==> config.mk <==
export PLATFORM = sky130hd
export DESIGN_NAME = avl_port_arb
export DESIGN_NICKNAME = d
export VERILOG_FILES = /design/src/rtl/img_cap_pkg.sv /design/src/rtl/arb_rr3.sv /design/src/rtl/avl_port_arb.sv
export SDC_FILE = /design/constraint.sdc
export NUM_CORES = 1
export LEC_CHECK = 0
export ABC_AREA = 1
export ABC_CLOCK_PERIOD_IN_PS = 5200
export BUFFER_PORTS_ARGS = -buffer_cell sky130_fd_sc_hd__buf_2
export CORE_AREA = 2 2 115 117
export CTS_BUF_LIST = sky130_fd_sc_hd__clkbuf_8
export DETAILED_ROUTE_END_ITERATION = 6
export DIE_AREA = 0 0 117 119
export SLEW_MARGIN = 0
export SYNTH_ARGS = -nofsm -noshare
export SYNTH_HDL_FRONTEND = slang
export SYNTH_SLANG_ARGS = --single-unit
==> constraint.sdc <==
create_clock -name clk_25_2m -period 5.2 [get_ports clk_25_2m]
set_clock_uncertainty 0.05 [all_clocks]
set_input_delay 0.78 -clock clk_25_2m [delete_from_list [all_inputs] [get_ports clk_25_2m]]
set_output_delay 0.78 -clock clk_25_2m [all_outputs]
set_load 0.03 [all_outputs]
==> src/rtl/img_cap_pkg.sv <==
// Types and constants shared across the image-capture memory path
// (frame_buf_alt, ram_int_4p, avl_port_arb).
package img_cap_pkg;

  localparam int unsigned DefAddrW = 29;
  localparam int unsigned DefDataW = 32;

  typedef enum logic [1:0] {
    StIdle,
    StGRd,
    StGW0,
    StGW1
  } arb_state_e;

  // Master IDs as reported on gnt_id and kept in last_id.
  localparam logic [1:0] IdNone = 2'd0;
  localparam logic [1:0] IdRd   = 2'd1;
  localparam logic [1:0] IdW0   = 2'd2;
  localparam logic [1:0] IdW1   = 2'd3;

endpackage

==> src/rtl/arb_rr3.sv <==
// Combinational 3-way round-robin picker (bit 0 = RD, 1 = W0, 2 = W1) with an
// urgent override that hands the port to RD.
module arb_rr3
  import img_cap_pkg::*;
(
  input  logic [2:0] req_i,
  input  logic [1:0] last_id_i,
  input  logic       urgent_i,
  output logic [2:0] gnt_o
);

  logic [1:0] start;
  logic [5:0] req_dbl;
  logic [2:0] req_rot;
  logic [2:0] gnt_rot;
  logic [5:0] gnt_dbl;

  // Priority starts at the requester after the last owner.
  always_comb begin
    unique case (last_id_i)
      IdRd:    start = 2'd1;
      IdW0:    start = 2'd2;
      default: start = 2'd0;
    endcase
  end

  // Rotate so the top-priority requester sits at bit 0, isolate the lowest set
  // bit, then rotate the grant back.
  always_comb begin
    req_dbl = {req_i, req_i} >> start;
    req_rot = req_dbl[2:0];
    gnt_rot = req_rot & (~req_rot + 3'd1);
    gnt_dbl = {gnt_rot, gnt_rot} << start;
    if (urgent_i && req_i[0]) begin
      gnt_o = 3'b001;
    end else begin
      gnt_o = gnt_dbl[5:3];
    end
  end

endmodule

==> src/rtl/avl_port_arb.sv <==
// Burst-granular round-robin arbiter sharing one Avalon-MM port between the
// display read path and the two camera write paths, with read throttling.
module avl_port_arb
  import img_cap_pkg::*;
#(
  parameter int unsigned ADDR_W     = DefAddrW,
  parameter int unsigned DATA_W     = DefDataW,
  parameter int unsigned BURST_LEN  = 16,
  parameter int unsigned MAX_RD_OUT = 8
) (
  input  logic              clk_25_2m,
  input  logic              reset,
  input  logic              rd_req,
  input  logic [ADDR_W-1:0] rd_addr,
  input  logic              rd_urgent,
  output logic              rd_ack,
  output logic              rd_valid,
  output logic [DATA_W-1:0] rd_data,
  input  logic [1:0]        wr_req,
  input  logic [ADDR_W-1:0] wr_addr0,
  input  logic [ADDR_W-1:0] wr_addr1,
  input  logic [DATA_W-1:0] wr_data0,
  input  logic [DATA_W-1:0] wr_data1,
  output logic [1:0]        wr_ack,
  input  logic              avl_ready,
  input  logic [DATA_W-1:0] avl_rdata,
  input  logic              avl_rdata_valid,
  output logic              avl_read_req,
  output logic              avl_write_req,
  output logic [ADDR_W-1:0] avl_addr,
  output logic [DATA_W-1:0] avl_wdata,
  input  logic              ram_rdy,
  output logic [1:0]        gnt_id,
  output logic              err_rd_underflow
);

  localparam int unsigned BcW = $clog2(BURST_LEN + 1);
  localparam int unsigned RoW = $clog2(MAX_RD_OUT + 1);
  localparam logic [BcW-1:0] BeatLast = BcW'(BURST_LEN - 1);
  localparam logic [RoW-1:0] RdOutMax = RoW'(MAX_RD_OUT);

  arb_state_e        state_q, state_d;
  logic [1:0]        last_id_q, last_id_d;
  logic [BcW-1:0]    beat_cnt_q, beat_cnt_d;
  logic [RoW-1:0]    rd_out_q, rd_out_d;
  logic              err_q, err_d;
  logic              rd_valid_q;
  logic [DATA_W-1:0] rd_data_q;

  logic [2:0] req_vec;
  logic [2:0] win;
  logic       rd_stb, w0_stb, w1_stb;
  logic       beat;
  logic       owner_req;
  logic [1:0] owner_id;
  logic       preempt;

  assign req_vec = {wr_req[1], wr_req[0], rd_req};

  arb_rr3 u_arb_rr3 (
    .req_i     (req_vec),
    .last_id_i (last_id_q),
    .urgent_i  (rd_urgent),
    .gnt_o     (win)
  );

  // Strobes drop as soon as calibration is lost; avl_ready is low then anyway.
  assign rd_stb = (state_q == StGRd) && rd_req && ram_rdy && (rd_out_q < RdOutMax);
  assign w0_stb = (state_q == StGW0) && wr_req[0] && ram_rdy;
  assign w1_stb = (state_q == StGW1) && wr_req[1] && ram_rdy;

  assign avl_read_req  = rd_stb;
  assign avl_write_req = w0_stb | w1_stb;
  assign rd_ack        = rd_stb & avl_ready;
  assign wr_ack        = {w1_stb & avl_ready, w0_stb & avl_ready};
  assign beat          = rd_ack | wr_ack[0] | wr_ack[1];

  always_comb begin
    owner_req = 1'b0;
    owner_id  = IdNone;
    avl_addr  = '0;
    avl_wdata = '0;
    unique case (state_q)
      StGRd: begin
        owner_req = rd_req;
        owner_id  = IdRd;
        avl_addr  = rd_addr;
      end
      StGW0: begin
        owner_req = wr_req[0];
        owner_id  = IdW0;
        avl_addr  = wr_addr0;
        avl_wdata = wr_data0;
      end
      StGW1: begin
        owner_req = wr_req[1];
        owner_id  = IdW1;
        avl_addr  = wr_addr1;
        avl_wdata = wr_data1;
      end
      default: ;
    endcase
  end

  assign gnt_id = owner_id;

  always_comb begin
    state_d    = state_q;
    last_id_d  = last_id_q;
    beat_cnt_d = beat_cnt_q;
    preempt    = 1'b0;
    if (state_q == StIdle) begin
      beat_cnt_d = '0;
      if (ram_rdy) begin
        if (win[0]) begin
          state_d = StGRd;
        end else if (win[1]) begin
          state_d = StGW0;
        end else if (win[2]) begin
          state_d = StGW1;
        end
      end
    end else begin
      if (beat) begin
        beat_cnt_d = beat_cnt_q + BcW'(1);
      end
      // An urgent display request only cuts a write grant at a beat boundary.
      preempt = (state_q != StGRd) && rd_urgent && rd_req;
      if (!ram_rdy || !owner_req || (beat && ((beat_cnt_q == BeatLast) || preempt))) begin
        state_d    = StIdle;
        last_id_d  = owner_id;
        beat_cnt_d = '0;
      end
    end
  end

  always_comb begin
    rd_out_d = rd_out_q;
    err_d    = err_q;
    if (rd_ack && !avl_rdata_valid) begin
      rd_out_d = rd_out_q + RoW'(1);
    end else if (!rd_ack && avl_rdata_valid) begin
      if (rd_out_q == '0) begin
        err_d = 1'b1;
      end else begin
        rd_out_d = rd_out_q - RoW'(1);
      end
    end
  end

  always_ff @(posedge clk_25_2m) begin
    if (!reset) begin
      state_q    <= StIdle;
      last_id_q  <= IdW1;
      beat_cnt_q <= '0;
      rd_out_q   <= '0;
      err_q      <= 1'b0;
      rd_valid_q <= 1'b0;
      rd_data_q  <= '0;
    end else begin
      state_q    <= state_d;
      last_id_q  <= last_id_d;
      beat_cnt_q <= beat_cnt_d;
      rd_out_q   <= rd_out_d;
      err_q      <= err_d;
      rd_valid_q <= avl_rdata_valid;
      rd_data_q  <= avl_rdata;
    end
  end

  assign rd_valid         = rd_valid_q;
  assign rd_data          = rd_data_q;
  assign err_rd_underflow = err_q;

endmodule

=== Yosys cells after proc, flatten, opt, wreduce, memory -nomap -nowiden ===
Cells that the tools add are included.

* Bits in registers: 47
* Bits in latches: 0
* RAM bits: 0
* Bits in read-only memories: 0
* Input bits: 192
* Logic and storage cells: 79
* Memories kept: 0

* Add/subtract/negate cells: 4
* Multipliers: 0
* Divide/modulo/power cells: 0
* Order comparisons: 1
* Equality and inequality tests: 10
* Shift operators: 2
* Multiplexer cells: 15
* Bitwise logic cells: 11
* Reductions and logical operators: 29

{| class="wikitable"
|+ Operators by type and width
! operator !! count
|-
| $pmux W29 S3 || 1
|-
| $pmux W32 S2 || 1
|-
| $logic_and A1 B1 Y1 || 13
|-
| $mux W2 || 6
|-
| $mux W4 || 3
|-
| $eq A2 B2 Y1 const B || 3
|-
| $pmux W2 S3 || 1
|-
| $reduce_and A3 Y1 || 2
|-
| $shl A6 B2 Y6 || 1
|-
| $shr A6 B2 Y3 || 1
|-
| $add A5 B1 Y5 const B || 1
|-
| $eq A5 B4 Y1 const B || 1
|-
| $add A4 B1 Y4 const B || 1
|-
| $eq A2 B1 Y1 const B || 2
|-
| $logic_not A1 Y1 || 4
|-
| $logic_not A4 Y1 || 1
|-
| $lt A4 B4 Y1 const B || 1
|-
| $ne A2 B2 Y1 const B || 2
|-
| $ne A4 B1 Y1 const B || 1
|-
| $pmux W2 S2 || 1
|-
| $reduce_and A2 Y1 || 2
|-
| $reduce_bool A2 Y1 || 2
|-
| $sub A4 B1 Y4 const B || 1
|-
| $add A3 B1 Y3 const B || 1
|-
| 11 further kinds || 19
|}

=== Longest topological paths before layout ===
Gate-level depths: netlist (run 1).

* Depth after elaboration: 13
* Gate-level depth with buffers: 14
* Mapped depth without buffers: 14

=== Modules after synthesis ===
A second synthesis (run 1) with hierarchy kept.

* Cells, all modules: 438
* Area, all modules: 2,844.0 um^2

{| class="wikitable"
|+ By module, submodules not included
! module !! instances !! cells each !! area an instance (um^2) !! sequential area each (um^2)
|-
| avl_port_arb || 1 || 396 || 2,643.8 || 940.9
|-
| arb_rr3 || 1 || 42 || 200.2 || 0.0
|}

=== Least setup slack after synthesis (run 1) ===
Ideal clock, no wire load.

* Path kind: input port to flip-flop
* Start point: in rd_req
* End point: reg rd_out_q[3]
* Data arrival time: 2.615 ns
* Slack: 2.413 ns
* Stages on the path: 12
* Cell sequence: inv_2 > nor2_2 > nand4_2 > inv_1 > ha_1 > inv_1 > ha_1 > and3_1 > a211oi_1 > o21ai_0 > o21ai_0 > a21oi_1

* Longest elaborated chain between the ends: 8
* Elaborated cells between the ends (all ways): 11
* Classes of those cells: eq/ne (1); mux (1); bitwise (1); reduce/logical (8)

{| class="wikitable"
|+ RTL lines
! what !! line !! RTL
|-
| start: declaration || avl_port_arb.sv:13 || <nowiki>input logic rd_req,</nowiki>
|-
| $logic_and A1 B1 Y1 * (3 in series) || avl_port_arb.sv:68 || <nowiki>assign rd_stb = (state_q == StGRd) && rd_req && ram_rdy && (rd_out_q < RdOutMax);</nowiki>
|-
| $and A1 B1 Y1 * || avl_port_arb.sv:74 || <nowiki>assign rd_ack = rd_stb & avl_ready;</nowiki>
|-
| net rd_ack || avl_port_arb.sv:16 || <nowiki>output logic rd_ack,</nowiki>
|-
| $logic_not A1 Y1 || avl_port_arb.sv:142 || <nowiki>end else if (!rd_ack && avl_rdata_valid) begin</nowiki>
|-
| $logic_and A1 B1 Y1 || avl_port_arb.sv:142 ||
|-
| $reduce_bool A2 Y1 (no line) || -- ||
|-
| $reduce_and A2 Y1 (no line) || -- ||
|-
| end signal: assignment || avl_port_arb.sv:164 || <nowiki>rd_out_q <= rd_out_d;</nowiki>
|-
| end: declaration || avl_port_arb.sv:45 || <nowiki>logic [RoW-1:0] rd_out_q, rd_out_d;</nowiki>
|}

Mark *: on every way through the listed nets, which the timed path passes. The rest lies on a longest branch.
A chain may end at the register's enable or synchronous reset.

=== Worst setup path in the final report (run 1) ===
* Start point: reg state_q[0]
* End point: out avl_wdata[22]

* Longest elaborated chain between the ends: 2
* Elaborated cells between the ends (all ways): 3
* Classes of those cells: eq/ne (2); mux (1)

{| class="wikitable"
|+ RTL lines
! what !! line !! RTL
|-
| start: declaration || avl_port_arb.sv:42 || <nowiki>arb_state_e state_q, state_d;</nowiki>
|-
| start signal: assignment || avl_port_arb.sv:153 || <nowiki>state_q <= StIdle;</nowiki>
|-
| start signal: assignment || avl_port_arb.sv:161 || <nowiki>state_q <= state_d;</nowiki>
|-
| $eq A2 B2 Y1 || avl_port_arb.sv:83 || <nowiki>unique case (state_q)</nowiki>
|-
| $pmux W32 S2 * || avl_port_arb.sv:83 ||
|-
| end: declaration || avl_port_arb.sv:31 || <nowiki>output logic [DATA_W-1:0] avl_wdata,</nowiki>
|}

Mark *: on every way between the ends. The rest lies on a longest branch, timed or not.

==> results of run 1 <==
-- critical path: cells and delay by family (launching register included) --
family,cells,cell delay (ps)
buffers and inverters,3,1010
flip-flops,1,420
AO/OA/AOI/OAI,1,270
AND/OR/NAND/NOR,1,100
-- metal layers --
layer	up-vias	part of all wire (%)	GRT usage, %
met3	10	11	5.65
met2	194	46	28.0
met4	2	0.69	3.46
met1	1627	42	20.4
li1	1949	-	-
met5	-	0.10	0
-- synth_stat cells (2+ instances only) --
cell	count
nand2_1	152
clkbuf_1	19
a22o_1	32
ha_1	6
nand4_1	3
nand2_2	5
inv_2	6
a211oi_1	2
nand3_1	44
nand4_2	3
nor2_1	14
dfxtp_1	47
o21ai_0	7
a21oi_1	11
xnor2_1	2
nor3_1	2
nor2_2	2
nand3_2	3
inv_1	58
-- registers in the layout, indices dropped and copies added (netlist names) --
signal            flops
beat_cnt_q            5
err_rd_underflow      1
last_id_q             2
rd_data              32
rd_out_q              4
rd_valid              1
state_q               2
-- per-stage QoR --
stage | cell area [µm²] | setup WS (ps)
2_1_floorplan | 2860 | 2410
3_3_place_gp | 4470 | 2220
3_5_place_dp | 4470 | 2210
4_1_cts | 4570 | 2200
5_1_grt | 4570 | 2040
6_report | 4580 | 2240
-- kinds of logic after synthesis --
family / after synthesis / synth area share, %
DFF: 47 / 32.9
muxes: 1 / 0.350
and+or+nand+nor: 233 / 36.1
adders and majority gates: 7 / 3.33
AOI/OAI and AO/OA: 57 / 15.1
buffers and inverters: 87 / 11.6
xor gates and xnor gates: 2 / 0.613
-- final timing paths --
check	start	end	cells after the start
hold / removal	err_rd_underflow	err_rd_underflow	2
setup / recovery	state_q[0]	avl_wdata[22]	5
setup reg to reg	state_q[1]	rd_out_q[3]	14
hold reg to reg	err_rd_underflow	err_rd_underflow	2
-- power breakdown --
part / total (W) / switching [W] / internal [W]
logic: 0.00110 / 0.000754 / 0.000344
clock network: 0.000243 / 0.000141 / 0.000102
registers: 0.000442 / 0.0000382 / 0.000404
-- final cells by class --
| type | count | area [µm²] | area share, % |
|---|---|---|---|
| sequential | 47 | 941 | 20.6 |
| tap | 176 | 220 | 4.81 |
| timing repair buffer | 295 | 1480 | 32.4 |
| clock buffer | 5 | 68.8 | 1.50 |
| inverter | 65 | 244 | 5.33 |
| antenna | 3 | 7.51 | 0.164 |
| multi-input combinational | 300 | 1590 | 34.6 |
| clock inverter | 3 | 28.8 | 0.629 |
==> results.md, run 1 <==
- Status: finished clean
- Max Root-Sink Buffers: 2
- Largest stage delay on the critical path: 440 ps
- Slew at the pin closest to its max-slew limit: 990 ps
- Via Count: 3782
- Max VDD drop: 254 µV
- Setup violators final: 0
- Drc violations: 0
- CP required: 4370 ps
- Syn avg cell area: 6.58 µm²
- Syn nets: 633
- CTS buffer count: 5
- GPL Wtd Cong: 0.793
- Max-slew violations: 0
- Layout Utilization: 35.5%
- Min-Delay Path Class: flip-flop to flip-flop
- Final wirelength: 12500 µm
- Synth Flop Type: dfxtp_1
- Setup TNS: 0 ps
- First-pass GRT wire length: 17700 µm
- Nets: 913
- Synth area leaders: dfxtp_1 (33%), nand2_1 (20%), a22o_1 (9.8%), nand3_1 (7.7%), inv_1 (7.6%)
- Yosys warns: 0
- Asr flop ratio synth: 0%
- Number of global-route vias before repair: 3409
- Clock latency on the worst-skew pair: 320 ps
- Area growth syn-to-layout: 60.2%
- Minimum clock period: 2960 ps
- # hold bufs at CTS: 0
- Post-Syn Instances: 434
- Vias per cell: 4.23
- Slowest cell on crit path: buf_4
- Core footprint: 12900 µm²
- Pwr Total: 0.00178 W
- Final hold slack: 411 ps
- Root Driver: clkbuf_8
- Filler cell count: 1420
- Flops & latches, synth: 47
- Arrival time worst endpoint: 2130 ps
- Routed len/inst: 14.0 µm
- Mapped Area: 2860 µm²
- Worst-path clk slew: 100 ps
- Tcrit/Tclk final: 56.9%
- Final Non-Filler Cells: 894
- Critical Path Source Type: flip-flop
- Static Leak: 2.84 nW
- Sink Count: 47
- Power per standard cell area: 389 nW/µm²
- Commonest non-fill, non-tap cell in the layout: buf_2
- # IOs: 294
- DR pass1 iterations: 4
- Initial core utilization: 22.2%
- Layout cells sized above 1: 45.7%
- Largest net degree at the start of global routing: 62
- Yosys top cell area share: 32.9%
- Initial antenna violation count: 2
- CTS H-tree lvls: 2
- WS Path Type: flip-flop to primary output
- Row count: 42
- Drt first-iter violations: 114
- Flop2flop setup slack: 2650 ps
- Port bufs: 293
- EDFF count, synth: 0
- CP Cell Sequence: nand2_1 > inv_2 > buf_4 > a22o_1 > buf_2
- RSZ-0062 raised after global routing: false
- Fmax: 0.338 GHz
- Seq/Total Area, Yosys: 32.9%
- Clock tree from TritonCTS: yes
- Post-DRT Antenna Nets: 0
- Grt ovf: 0
- Post-Place Cells: 883
- Die area: 13900 µm²
- Synth unique cells: 35
- Slew margin rel.: 33.9%
- Most frequent cells in the layout: buf_2 (293), nand2_1 (152), inv_1 (58), dfxtp_1 (47), nand3_1 (44)
- DIE WIDTH: 117 µm
- Crit end category: primary output
- DP HPWL: 10600 µm
- Resized cells post-CTS: 0
- Total Routing Usage GR: 16.6%
- Post-synth top area cell: dfxtp_1
- Max FO, Critical Path: 37
- Max-Cap Viols: 0
- Post-CTS Setup Inserts: 0
- Hold Vio Cnt, Final: 0
- Die Y: 119 µm
(Power assumes the default switching activity.)
==> run 2, diff against run 1 <==
--- a/config.mk
+++ b/config.mk
@@ -6,7 +6,7 @@
 export NUM_CORES = 1
 export LEC_CHECK = 0
 export ABC_AREA = 1
-export ABC_CLOCK_PERIOD_IN_PS = 5200
+export ABC_CLOCK_PERIOD_IN_PS = 3000
 export BUFFER_PORTS_ARGS = -buffer_cell sky130_fd_sc_hd__buf_2
 export CORE_AREA = 2 2 115 117
 export CTS_BUF_LIST = sky130_fd_sc_hd__clkbuf_8
==> constraint.sdc (replaced) <==
create_clock -name clk_25_2m -period 3 [get_ports clk_25_2m]
set_clock_uncertainty 0.05 [all_clocks]
set_input_delay 0.45 -clock clk_25_2m [delete_from_list [all_inputs] [get_ports clk_25_2m]]
set_output_delay 0.45 -clock clk_25_2m [all_outputs]
set_load 0.03 [all_outputs]
==> run 2 against run 1 <==
Sequential share of layout area down 0.26 points; sequential cell count stayed put; design area up 1.3%; non-clock buffer count up 1; final cell count is 0.11% lower.
==> results.md, run 2 (synthesis gave the netlist of run 1 again) <==
- Port bufs: 293
- Critical path depth in cells: 5
- Drc violations: 0
- Flop2flop setup slack: 510 ps
- Reg2reg start: state_q[1]
- Final wirelength: 12200 µm
- CTS buffer count: 5
- Largest net degree at the start of global routing: 51
- Post-CTS Setup Inserts: 0
- Clock power frac: 17.3%
- # IOs: 294
- Max FO, Critical Path: 50
- Commonest non-fill, non-tap cell in the layout: buf_2
- Minimum clock period: 2550 ps
- Grt ovf: 0
- Max Root-Sink Buffers: 2
- Largest register FFs: 32
- Number of global-route vias before repair: 3442
- Slowest cell on crit path: buf_4
- Static Leak: 2.87 nW
- Int Pwr: 0.00164 W
- WS Path Type: flip-flop to primary output
- Crit path buffers/inverters: 3
- Min-Delay Path Class: primary input to flip-flop
- CTS H-tree lvls: 2
- Sink Count: 47
- Max VDD drop: 499 µV
- Power per standard cell area: 702 nW/µm²
- Layout cells sized above 1: 45.8%
- Root Driver: clkbuf_8
- DR pass1 iterations: 4
- Max-Cap Viols: 0
- First-pass GRT wire length: 17100 µm
- Status: finished clean
- Final hold slack: 269 ps
- Worst Reg-to-Reg Cells: 14
- Slew at the pin closest to its max-slew limit: 682 ps
- # hold bufs at CTS: 0
- Resized cells post-CTS: 0
- Arrival time worst endpoint: 2050 ps
- Hold Path Depth: 3
- Clock latency on the worst-skew pair: 300 ps
- DP HPWL: 10400 µm
- Worst hold endpoint: rd_data[15]
- Busiest grt layer: met2
- Post-DRT Antenna Nets: 0
- Via Count: 3739
- Psw: 0.00161 W
- Fmax: 0.391 GHz
- Routing usage on met2: 27.0%
- Routed len/inst: 13.7 µm
- Switch share: 49.5%
- Drt first-iter violations: 120
- Die area: 13900 µm²
- Hold Vio Cnt, Final: 0
- Nets: 914
- Tcrit/Tclk final: 85.2%
- Area growth syn-to-layout: 62.2%
- Clock tree from TritonCTS: yes
- Met3 usage: 5.80%
- RR Endpoint: rd_out_q[3]
- Crit end category: primary output
- Met1 usage: 19.6%
- Worst-path clk slew: 90 ps
- Setup TNS: 0 ps
- GPL Wtd Cong: 0.787
- Most frequent cells in the layout: buf_2 (293), nand2_1 (152), inv_1 (58), dfxtp_1 (47), nand3_1 (44)
- CP required: 2500 ps
- Largest stage delay on the critical path: 480 ps
- DIE WIDTH: 117 µm
- Initial antenna violation count: 1
- Setup violators final: 0
- Combinational Power Share: 59.2%
- Row count: 42
- Initial core utilization: 22.2%
- Reg power frac: 23.5%
- Total Routing Usage GR: 16.1%
- Critical Path Source Type: flip-flop
- Delay-heaviest family, CP: buffers and inverters
- Vias per cell: 4.19
- CP Cell Sequence: nand2_1 > inv_2 > buf_4 > a22o_1 > buf_2
- Core footprint: 12900 µm²
- Slew margin rel.: 54.5%
- Die Y: 119 µm
- RSZ-0062 raised after global routing: false
- Max-slew violations: 0
- Worst hold start: avl_rdata[15]
run 2: cell types whose count changed in the layout (fill, tap and decap cells not counted), sizes merged:
| cell | before | now |
|---|---|---|
| buf | 295 | 296 |
| bufinv | 0 | 2 |
| diode | 3 | 1 |
| inv | 68 | 66 |
run 2: cell type report:
| class | instances | area (µm²) |
|---|---|---|
| Fill cell | 1430 | 8240 |
| Multi-Input combinational cell | 300 | 1590 |
| Timing Repair Buffer | 296 | 1500 |
| Sequential cell | 47 | 941 |
| Inverter | 65 | 244 |
| Tap cell | 176 | 220 |
| Clock inverter | 3 | 71.3 |
| Clock buffer | 5 | 68.8 |
| Antenna cell | 1 | 2.50 |
run 2: worst reg2reg max path: cells and delay by family (launching register included):
| family | cells | cell delay (ps) |
|---|---|---|
| AO/OA/AOI/OAI | 5 | 650 |
| AND/OR/NAND/NOR | 4 | 550 |
| adder cells (fa/ha/maj) | 2 | 520 |
| flip-flops | 1 | 360 |
| buffers and inverters | 3 | 310 |
run 2: per-layer routing:
metal  vias up  routed length [µm]
li1       1948                   -
met1      1584                5100
met2       196                5540
met3        11                1400
met4         0                 170
met5         -                   0
run 2: worst max-delay path by stage:
stage | startpoint | endpoint | slack, ps
floorplan | rd_req | rd_out_q[3] | 540
global placement | rd_req | rd_out_q[3] | 380
detailed placement | rd_req | rd_out_q[3] | 370
CTS | state_q[1] | avl_wdata[15] | 420
global route | state_q[1] | rd_out_q[3] | 210
finish | state_q[1] | avl_wdata[22] | 450
run 2: stage by stage:
stage | cell area (µm²) | std cells | setup WS [ps] | util, % | total power, W
floorplan | 2860 | 434 | 543 | - | 0.00211
global placement | 4490 | 884 | 382 | 34.9 | 0.00272
detailed placement | 4490 | 884 | 365 | 34.9 | 0.00272
CTS | 4630 | 892 | 421 | 36.0 | 0.00329
global route | 4630 | 893 | 211 | 36.0 | 0.00350
finish | 4630 | 893 | 445 | 36.0 | 0.00325
run 2: power by group through the flow:
stage | clock network [W] | logic [W] | registers (W)
after floorplan | 0 | 0.00128 | 0.000829
after global placement | 0 | 0.00194 | 0.000778
after detailed placement | 0 | 0.00195 | 0.000779
after CTS | 0.000579 | 0.00195 | 0.000766
after global routing | 0.000602 | 0.00212 | 0.000778
final | 0.000563 | 0.00193 | 0.000765
==> run 3, diff against run 2 <==
--- a/config.mk
+++ b/config.mk
@@ -6,7 +6,7 @@
 export NUM_CORES = 1
 export LEC_CHECK = 0
 export ABC_AREA = 1
-export ABC_CLOCK_PERIOD_IN_PS = 3000
+export ABC_CLOCK_PERIOD_IN_PS = 2400
 export BUFFER_PORTS_ARGS = -buffer_cell sky130_fd_sc_hd__buf_2
 export CORE_AREA = 2 2 115 117
 export CTS_BUF_LIST = sky130_fd_sc_hd__clkbuf_8
==> constraint.sdc (replaced) <==
create_clock -name clk_25_2m -period 2.4 [get_ports clk_25_2m]
set_clock_uncertainty 0.05 [all_clocks]
set_input_delay 0.36 -clock clk_25_2m [delete_from_list [all_inputs] [get_ports clk_25_2m]]
set_output_delay 0.36 -clock clk_25_2m [all_outputs]
set_load 0.03 [all_outputs]
==> run 3 against run 2 <==
Final cell count is 1.6% higher; clock power increased by 6.2%; non-clock buffer count is 12 higher; sequential share of layout area is 0.38 points lower.
==> results.md, run 3 (synthesis gave the netlist of run 1 again) <==
- Area growth syn-to-layout: 65.5%
- Number of global-route vias before repair: 3517
- Hold Vio Cnt, Final: 0
- Nets: 926
- Int Pwr: 0.00203 W
- Commonest non-fill, non-tap cell in the layout: buf_2
- Flop2flop setup slack: 130 ps
- RSZ-0062 raised after global routing: true
- WS Path Type: flip-flop to flip-flop
- # IOs: 294
- Critical Path Source Type: flip-flop
- Area of the multi-input gates: 1610 µm²
- Slew at the pin closest to its max-slew limit: 458 ps
- Vias per cell: 4.27
- Initial antenna violation count: 2
- Worst Reg-to-Reg Cells: 14
- Drt first-iter violations: 182
- Core footprint: 12900 µm²
- Status: finished clean
- Clock power frac: 14.8%
- Min-Delay Path Class: primary input to flip-flop
- Layout Utilization: 36.7%
- DP HPWL: 10400 µm
- Grt ovf: 0
- CP required: 2590 ps
- CTS H-tree lvls: 2
- Worst setup margin: 131 ps
- Max FO, Critical Path: 5
- Row count: 42
- Reg power frac: 23.7%
- Clock tree from TritonCTS: yes
- Post-DRT Antenna Nets: 0
- Filler cell count: 1423
- Layout cells sized above 1: 47.5%
- Max-slew violations: 0
- Clock latency on the worst-skew pair: 300 ps
- Crit end category: flip-flop
- Die Y: 119 µm
- Fmax: 0.441 GHz
- Port bufs: 293
- Slew margin rel.: 69.5%
- Via Count: 3871
- Worst setup path start: state_q[1]
- Sequential Area: 942 µm²
- Routed len/inst: 13.6 µm
- Final wirelength: 12300 µm
- Setup violators final: 0
- Die area: 13900 µm²
- CTS buffer count: 5
- First-pass GRT wire length: 17500 µm
- DR pass1 iterations: 4
- GPL Wtd Cong: 0.817
- Setup TNS: 0 ps
- Drc violations: 0
- Psw: 0.00201 W
- Max VDD drop: 509 µV
- Crit path to: rd_out_q[3]
- # hold bufs at CTS: 0
- Total Routing Usage GR: 16.3%
- Switch share: 49.7%
- Sink Count: 47
- Initial core utilization: 22.2%
- Tcrit/Tclk final: 94.5%
- DIE WIDTH: 117 µm
- RR Endpoint: rd_out_q[3]
- Max Root-Sink Buffers: 2
- Largest net degree at the start of global routing: 46
- Combinational Power Share: 61.5%
- Arrival time worst endpoint: 2460 ps
- Pre-CTS setup slack: 72.7 ps
- Max-Cap Viols: 0
- Worst-path clk slew: 80 ps
- Static Leak: 2.92 nW
- Power per standard cell area: 855 nW/µm²
- Most frequent cells in the layout: buf_2 (293), nand2_1 (152), inv_1 (56), dfxtp_1 (46), nand3_1 (44)
- Pwr Total: 0.00404 W
- Largest register FFs: 32
- Minimum clock period: 2270 ps
- Reg2reg start: state_q[1]
- Root Driver: clkbuf_8
[run 3: cell count changes in the layout (fill, tap and decap cells not counted), sizes merged]
cell	delta
inv	-2
clkinv	+2
buf	+12
bufinv	-1
diode	+2
clkbuf	+1
[run 3: cell type report]
type / count / share of cell area (%)
antenna: 3 / 0.159
clock buffer: 6 / 1.75
clock inverter: 2 / 0.741
inverter: 65 / 5.19
multi-input combinational: 300 / 33.9
sequential: 47 / 19.9
tap: 176 / 4.66
timing repair buffer: 308 / 33.7
[run 3: power groups by stage]
| stage | clock, W | sequential [W] | combinational, W |
|---|---|---|---|
| floorplan | 0 | 0.00104 | 0.00160 |
| global placement | 0 | 0.000973 | 0.00246 |
| finish | 0.000598 | 0.000960 | 0.00249 |
| CTS | 0.000621 | 0.000956 | 0.00248 |
| global route | 0.000654 | 0.000979 | 0.00272 |
| detailed placement | 0 | 0.000971 | 0.00248 |
[run 3: worst min path at each step]
stage	from	to	slack (ps)	cells after the start
floorplan	beat_cnt_q[3]	beat_cnt_q[3]	400	2
global placement	err_rd_underflow	err_rd_underflow	400	2
detailed placement	err_rd_underflow	err_rd_underflow	400	2
CTS	avl_rdata[21]	rd_data[21]	170	3
global route	avl_rdata[7]	rd_data[7]	180	3
finish	avl_rdata[21]	rd_data[21]	180	3
[run 3: what timing repair did]
item / in CTS / in global routing
setup endpoints to repair: 0 / 5
buffers inserted: 0 / 1
endpoints found under the hold margin: 0 / 0
gates resized for setup: 0 / 8
[run 3: through the flow]
stage               instances  area, µm²  hold slack (ps)
floorplan                 434       2860              402
global placement          895       4570              396
detailed placement        895       4570              401
CTS                       903       4690              172
global route              906       4730              183
finish                    907       4730              185
[run 3: layer usage]
| layer | vias to the layer above | part of all wire [%] | global-route usage [%] |
|---|---|---|---|
| li1 | 1972 | - | - |
| met1 | 1682 | 41 | 18.6 |
| met2 | 209 | 47 | 28.6 |
| met3 | 8 | 11 | 6.01 |
| met4 | 0 | 1.3 | 3.60 |
| met5 | - | 0 | 0 |
[run 3: worst max-delay path: stages (launching register included)]
cell,delay (ps)
dfxtp_2,350
inv_2,70
nand2_1,80
nor2_2,160
nand4_2,110
inv_2,70
ha_2,180
inv_2,60
ha_1,250
and3_1,180
a211oi_2,230
a21oi_1,100
o21ai_1,110
o21ai_1,70
a21oi_1,120
